--- src/rtl/hazard_unit_pkg.sv ---
// Shared definitions for the pipeline hazard unit: result classes, forward codes,
// the "operand unused" Tuse value and the stage/result to forward-code mapping.
package hazard_unit_pkg;

  typedef enum logic [1:0] {
    RES_ALU  = 2'd0,
    RES_DM   = 2'd1,
    RES_PC   = 2'd2,
    RES_HILO = 2'd3
  } res_e;

  typedef enum logic [2:0] {
    FWD_RF    = 3'd0,
    FWD_E_PC  = 3'd1,
    FWD_M_ALU = 3'd2,
    FWD_M_PC  = 3'd3,
    FWD_W_ALU = 3'd4,
    FWD_W_DM  = 3'd5,
    FWD_W_PC  = 3'd6
  } fwd_code_e;

  typedef enum logic [1:0] {
    STG_E = 2'd0,
    STG_M = 2'd1,
    STG_W = 2'd2
  } stage_e;

  localparam logic [1:0] TUSE_UNUSED = 2'd3;
  // Store data travels on source 1 (rt).
  localparam int STORE_SRC = 1;

  // Only the result paths that physically exist in each stage get a code.
  function automatic fwd_code_e fwd_code(input stage_e stg, input res_e res);
    fwd_code = FWD_RF;
    case (stg)
      STG_E: if (res == RES_PC) fwd_code = FWD_E_PC;
      STG_M: begin
        if (res == RES_ALU) fwd_code = FWD_M_ALU;
        else if (res == RES_PC) fwd_code = FWD_M_PC;
      end
      STG_W: begin
        if (res == RES_ALU) fwd_code = FWD_W_ALU;
        else if (res == RES_DM) fwd_code = FWD_W_DM;
        else if (res == RES_PC) fwd_code = FWD_W_PC;
      end
      default: fwd_code = FWD_RF;
    endcase
  endfunction

endpackage

--- src/rtl/hazard_unit_md_busy_counter.sv ---
// Multiply/divide busy countdown: loads on start, counts to zero, one cycle per step.
// busy is combinational from start so the starting cycle already reports busy.
module md_busy_counter #(
  parameter int W = 4
) (
  input  logic         clk,
  input  logic         reset,
  input  logic         start,
  input  logic [W-1:0] load,
  output logic         busy
);

  logic [W-1:0] count;

  always_ff @(posedge clk or posedge reset) begin
    if (reset) begin
      count <= '0;
    end else if (start) begin
      count <= load;
    end else if (count != '0) begin
      count <= count - W'(1);
    end
  end

  assign busy = (count != '0) || start;

endmodule

--- src/rtl/hazard_unit.sv ---
// Stall/forward control from shadow copies of the E/M/W instructions; stall and all
// forward selects are combinational from D inputs and the registered shadow state.
module hazard_unit
  import hazard_unit_pkg::*;
#(
  parameter int NSRC     = 2,
  parameter int MULT_CYC = 5,
  parameter int DIV_CYC  = 10
) (
  input  logic              clk,
  input  logic              reset,
  input  logic [NSRC*5-1:0] a_d,
  input  logic [NSRC*2-1:0] tuse_d,
  input  logic [4:0]        a3_d,
  input  logic [1:0]        tnew_d,
  input  logic [1:0]        res_d,
  input  logic              md_start_d,
  input  logic              md_kind_d,
  input  logic              md_use_d,
  output logic              stall,
  output logic [NSRC*3-1:0] fwd_d,
  output logic [NSRC*3-1:0] fwd_e,
  output logic [2:0]        fwd_m,
  output logic              md_busy
);

  localparam int MAX_CYC = (MULT_CYC > DIV_CYC) ? MULT_CYC : DIV_CYC;
  localparam int CW      = $clog2(MAX_CYC + 1);
  localparam int SSRC    = (NSRC > STORE_SRC) ? STORE_SRC : 0;

  typedef struct packed {
    logic       valid;
    logic [4:0] a3;
    logic [1:0] tnew;
    res_e       res;
  } wb_t;

  typedef struct packed {
    wb_t                  wb;
    logic [NSRC-1:0][4:0] a_src;
    logic                 md_start;
    logic                 md_kind;
  } entry_t;

  // M keeps only the store-data source and W only the writeback info; nothing reads the rest.
  entry_t     d_entry, e_q;
  wb_t        m_q, w_q;
  logic [4:0] m_st_q;
  logic       reg_stall;

  function automatic wb_t age(input wb_t x);
    age = x;
    if (x.tnew != 2'd0) age.tnew = x.tnew - 2'd1;
  endfunction

  function automatic logic hit(input wb_t x, input logic [4:0] a);
    return x.valid && (x.a3 != 5'd0) && (x.a3 == a) && (x.tnew == 2'd0);
  endfunction

  function automatic logic [2:0] pick(input logic [4:0] a, input wb_t e, input wb_t m,
                                      input wb_t w, input logic use_e, input logic use_m);
    logic [2:0] c;
    c = FWD_RF;
    if (a == 5'd0)              c = FWD_RF;
    else if (use_e && hit(e, a)) c = fwd_code(STG_E, e.res);
    else if (use_m && hit(m, a)) c = fwd_code(STG_M, m.res);
    else if (hit(w, a))          c = fwd_code(STG_W, w.res);
    return c;
  endfunction

  always_comb begin
    d_entry          = '0;
    d_entry.wb.valid = 1'b1;
    d_entry.wb.a3    = a3_d;
    d_entry.wb.tnew  = tnew_d;
    d_entry.wb.res   = res_e'(res_d);
    d_entry.a_src    = a_d;
    d_entry.md_start = md_start_d;
    d_entry.md_kind  = md_kind_d;
  end

  always_comb begin
    reg_stall = 1'b0;
    for (int i = 0; i < NSRC; i++) begin
      if (a_d[5*i +: 5] != 5'd0 && tuse_d[2*i +: 2] != TUSE_UNUSED) begin
        if (e_q.wb.valid && e_q.wb.a3 == a_d[5*i +: 5] && e_q.wb.tnew > tuse_d[2*i +: 2])
          reg_stall = 1'b1;
        if (m_q.valid && m_q.a3 == a_d[5*i +: 5] && m_q.tnew > tuse_d[2*i +: 2])
          reg_stall = 1'b1;
      end
    end
  end

  // md_busy already folds in E.md_start, covering the cycle before the counter loads.
  assign stall = reg_stall || (md_use_d && md_busy);

  always_comb begin
    fwd_d = '0;
    fwd_e = '0;
    for (int i = 0; i < NSRC; i++) begin
      fwd_d[3*i +: 3] = pick(a_d[5*i +: 5], e_q.wb, m_q, w_q, 1'b1, 1'b1);
      fwd_e[3*i +: 3] = pick(e_q.a_src[i], e_q.wb, m_q, w_q, 1'b0, 1'b1);
    end
  end

  assign fwd_m = pick(m_st_q, e_q.wb, m_q, w_q, 1'b0, 1'b0);

  always_ff @(posedge clk or posedge reset) begin
    if (reset) begin
      e_q    <= '0;
      m_q    <= '0;
      m_st_q <= '0;
      w_q    <= '0;
    end else begin
      if (stall) e_q <= '0;
      else       e_q <= d_entry;
      m_q    <= age(e_q.wb);
      m_st_q <= e_q.a_src[SSRC];
      w_q    <= age(m_q);
    end
  end

  md_busy_counter #(.W(CW)) u_md_busy_counter (
    .clk   (clk),
    .reset (reset),
    .start (e_q.md_start),
    .load  (e_q.md_kind ? CW'(DIV_CYC) : CW'(MULT_CYC)),
    .busy  (md_busy)
  );

endmodule

--- config.mk ---
export PLATFORM = sky130hd
export DESIGN_NAME = hazard_unit
export DESIGN_NICKNAME = d
export VERILOG_FILES = /design/src/rtl/hazard_unit_pkg.sv /design/src/rtl/hazard_unit_md_busy_counter.sv /design/src/rtl/hazard_unit.sv
export SDC_FILE = /design/constraint.sdc
export NUM_CORES = 1
export LEC_CHECK = 0
export ABC_AREA = 1
export BUFFER_PORTS_ARGS = -buffer_cell sky130_fd_sc_hd__buf_4
export CAP_MARGIN = 20
export CORE_AREA = 2 2 75 130
export DETAILED_ROUTE_END_ITERATION = 6
export DIE_AREA = 0 0 77 132
export SYNTH_ARGS = -nofsm -noshare
export SYNTH_HDL_FRONTEND = slang
export SYNTH_HIERARCHICAL = 1
export SYNTH_SLANG_ARGS = --single-unit
--- constraint.sdc ---
create_clock -name clk -period 1.9 [get_ports clk]
set_input_delay 0.38 -clock clk [delete_from_list [all_inputs] [get_ports clk]]
set_output_delay 0.38 -clock clk [all_outputs]
set_load 0.05 [all_outputs]
==> metrics <==
run status=finished, violations left; failing checks=setup timing; worst skew pair latency=0.30 ns; post-route ant nets=0; Least-Margin Pin Slew=0.330 ns; TNS Setup=-4.61 ns; Pwr Density=896 nW/µm²; register area=1280 µm²; hold_sp=md_kind_d; Placeable Area=9090 µm²; CP dominant cell by count=buf_6; # nets final=580; M3 GR Usage=2.60%; H-tree depth=2; layout cell share with drive strength beyond 1=42.4%; Synthesized Nets=467; initial antenna violation count=0; post-synth cell types=27; met1 Track Usage GR=17.0%; period utilization=119%; asr flop ratio synth=100%; slowest CP cell=dfrtp_2; critical-path cell list=buf_6, nor2_1, buf_4, nor3b_2, nand4_1, nor3_4, buf_6; CP max stage delay=0.43 ns; gr usage total=19.2%; CP endpoint kind=output port; worst setup slack after layout=-0.353 ns; Reg2Reg Capture Point=e_q[9]$_DFF_PP0_; count leader, synth=nand2_1; Critical Path Start Type=flop; Num CTS Buffers=5; first-pass GRT wire length=15.1 mm; Primary FF master, synth=dfrtp_1; DPL Wire Length=7.40 mm; Arr. time, crit path=1.87 ns; Slew Viols, Final=0; Post-synth EDFFs=0; Area contributors post-synth=dfrtp_1 (40%), nand2_1 (11%), inv_1 (8.4%), nor2_1 (6.6%), nand4_1 (4.1%); final non-filler cell total=663; clk_skew=0.00979 ns; leak pwr=2.44 nW; Port Buffer Count=44; largest net degree at the start of global routing=48; Syn-to-layout area delta=52.4%; Fill cells=908; initial core utilization=35.0%; Max-cap violations=0; top post-synthesis cells by count=nand2_1 (94), inv_1 (71), nor2_1 (56), dfrtp_1 (51), nand3_1 (26); Boundary Pins=45; gr ovfl total=0; gate count after technology mapping=429; max_slew headroom=77.9%; Die Ht=132 µm; CTS root buf=clkbuf_16; Inst Count DP=641; Total Wirelength=9.57 mm; Final Hold Vio Count=0; RSZ-0062 raised after global routing=yes; Clock Sinks=51; initial detailed-routing violation count=100; DRC viols=0; vias in the first global route=3261; worst hold endpoint=e_q[0]$_DFF_PP0_; clk buf depth=2; routed vias=3168; Worst Hold Depth=3; min-delay worst type=primary input to flop; Syn. warnings=6; flops & latches, synth=51; Peak VDD IR=0.705 mV; FF-to-FF setup slack=0.10 ns; Synth area leader=dfrtp_1; CTS tree=built; # rows=46; die width=77 µm; full die area=10200 µm²; Avg Cell Area, Syn=7.42 µm²; clk slew on worst S/H paths=0.06 ns; GRT Max-Usage Layer=met2; Worst Path Max Fanout=4; ANT cells=0; FMAX=444 MHz; mapped cell area=3180 µm²; R2R cell count=11; Tmin final=2.25 ns; Worst Path Required=1.52 ns; multi-input logic area=1930 µm²; critical path type=flop to output port; routing usage on met2=39.8%; Finish-stage setup viols=16; Yosys top cell area share=40.1%; RR Startpoint=m_q[8]$_DFF_PP0_; RD Place Congestion=0.905; sequential area share after synthesis=40.1%; first drt pass iteration count=4; drt via density=4.78; post-DR wirelength/cell=14.4 µm
## sequential cells by signal, summed over array words and instances, names as in the netlist
signal,count
m_q,10
w_q,10
m_st_q,5
e_q,22
u_md_busy_counter/count,4
## cells in the final DEF (no fill, tap or decap), types with 4 or more instances in the layout
cell | Yosys | final
dfrtp_2 | 0 | 7
a21oi_1 | 15 | 6
a21oi_4 | 0 | 4
clkbuf_16 | 0 | 5
nor2_1 | 56 | 38
nand3_1 | 26 | 12
buf_4 | 0 | 74
inv_2 | 2 | 9
nor3_1 | 10 | 5
o21ai_1 | 2 | 5
nor2_2 | 13 | 23
dfrtp_1 | 51 | 44
a21oi_2 | 0 | 5
ha_1 | 10 | 10
or2_2 | 5 | 4
nor2_4 | 0 | 8
nand4_1 | 21 | 21
nand2_1 | 94 | 80
nand2_2 | 1 | 14
xor2_1 | 14 | 12
xnor2_1 | 14 | 10
buf_6 | 4 | 34
inv_1 | 71 | 62
nand3_2 | 0 | 14
xnor2_2 | 0 | 4
## cell families after synthesis
group / share of synthesized area (%)
simple gates: 33.0
buf+inv: 10.6
flops: 40.1
compound gates: 4.68
xor+xnor: 7.70
fa+ha+maj: 3.93
## per-layer routing
layer,vias to the layer above,part of all wire [%]
met4,0,4.0
met5,-,0
met2,50,60
met1,1531,34
met3,24,2.1
li1,1563,-
## area by class of cell
cell class	instances	share of cell area, %
Clock buffer	6	2.66
Clock inverter	2	1.24
Inverter	74	5.88
Sequential cell	51	26.5
Tap cell	120	3.09
Timing Repair Buffer	113	20.9
Multi-Input combinational cell	297	39.8
## per-stage QoR
stage	hold slack, ns	power, mW	setup WS [ns]	cell area (µm²)	util (%)
4_1_cts	0.291	4.24	-0.388	4670	51.3
3_3_place_gp	0.297	2.86	-0.187	4110	45.2
2_1_floorplan	0.146	2.32	-0.262	3260	-
5_1_grt	0.299	4.60	-0.429	4850	53.4
6_report	0.299	4.35	-0.353	4850	53.4
3_5_place_dp	0.296	2.88	-0.208	4110	45.2
## power breakdown
part	internal (mW)	total [mW]	switching (mW)
combinational	0.783	1.75	0.972
clock	0.755	1.15	0.393
sequential	1.26	1.44	0.183
total	2.80	4.35	1.55
## critical path: cells and delay by family (launching register included)
family                 cells  cell delay (ns)
AND/OR/NAND/NOR            4             0.69
buffers and inverters      3             0.45
flip-flops                 1             0.43
## worst max path at each step
stage,from,to,slack [ns],cells past startpoint
floorplan,w_q[7]$_DFF_PP0_,fwd_e[2],-0.26,5
global placement,m_q[6]$_DFF_PP0_,fwd_d[2],-0.19,9
detailed placement,m_q[6]$_DFF_PP0_,fwd_d[2],-0.21,9
CTS,w_q[2]$_DFF_PP0_,fwd_d[4],-0.39,9
global route,w_q[6]$_DFF_PP0_,fwd_d[1],-0.43,10
finish,w_q[7]$_DFF_PP0_,fwd_d[2],-0.35,7
## timing repair
item / in CTS / in global routing
buffers inserted: 11 / 4
pin swaps: 36 / 28
hold buffers: 1 / 0
endpoints found under the hold margin: 4 / 0
gates resized for setup: 82 / 51
setup endpoints to repair: 25 / 37
Note: power is estimated with default switching activity, not from simulation.
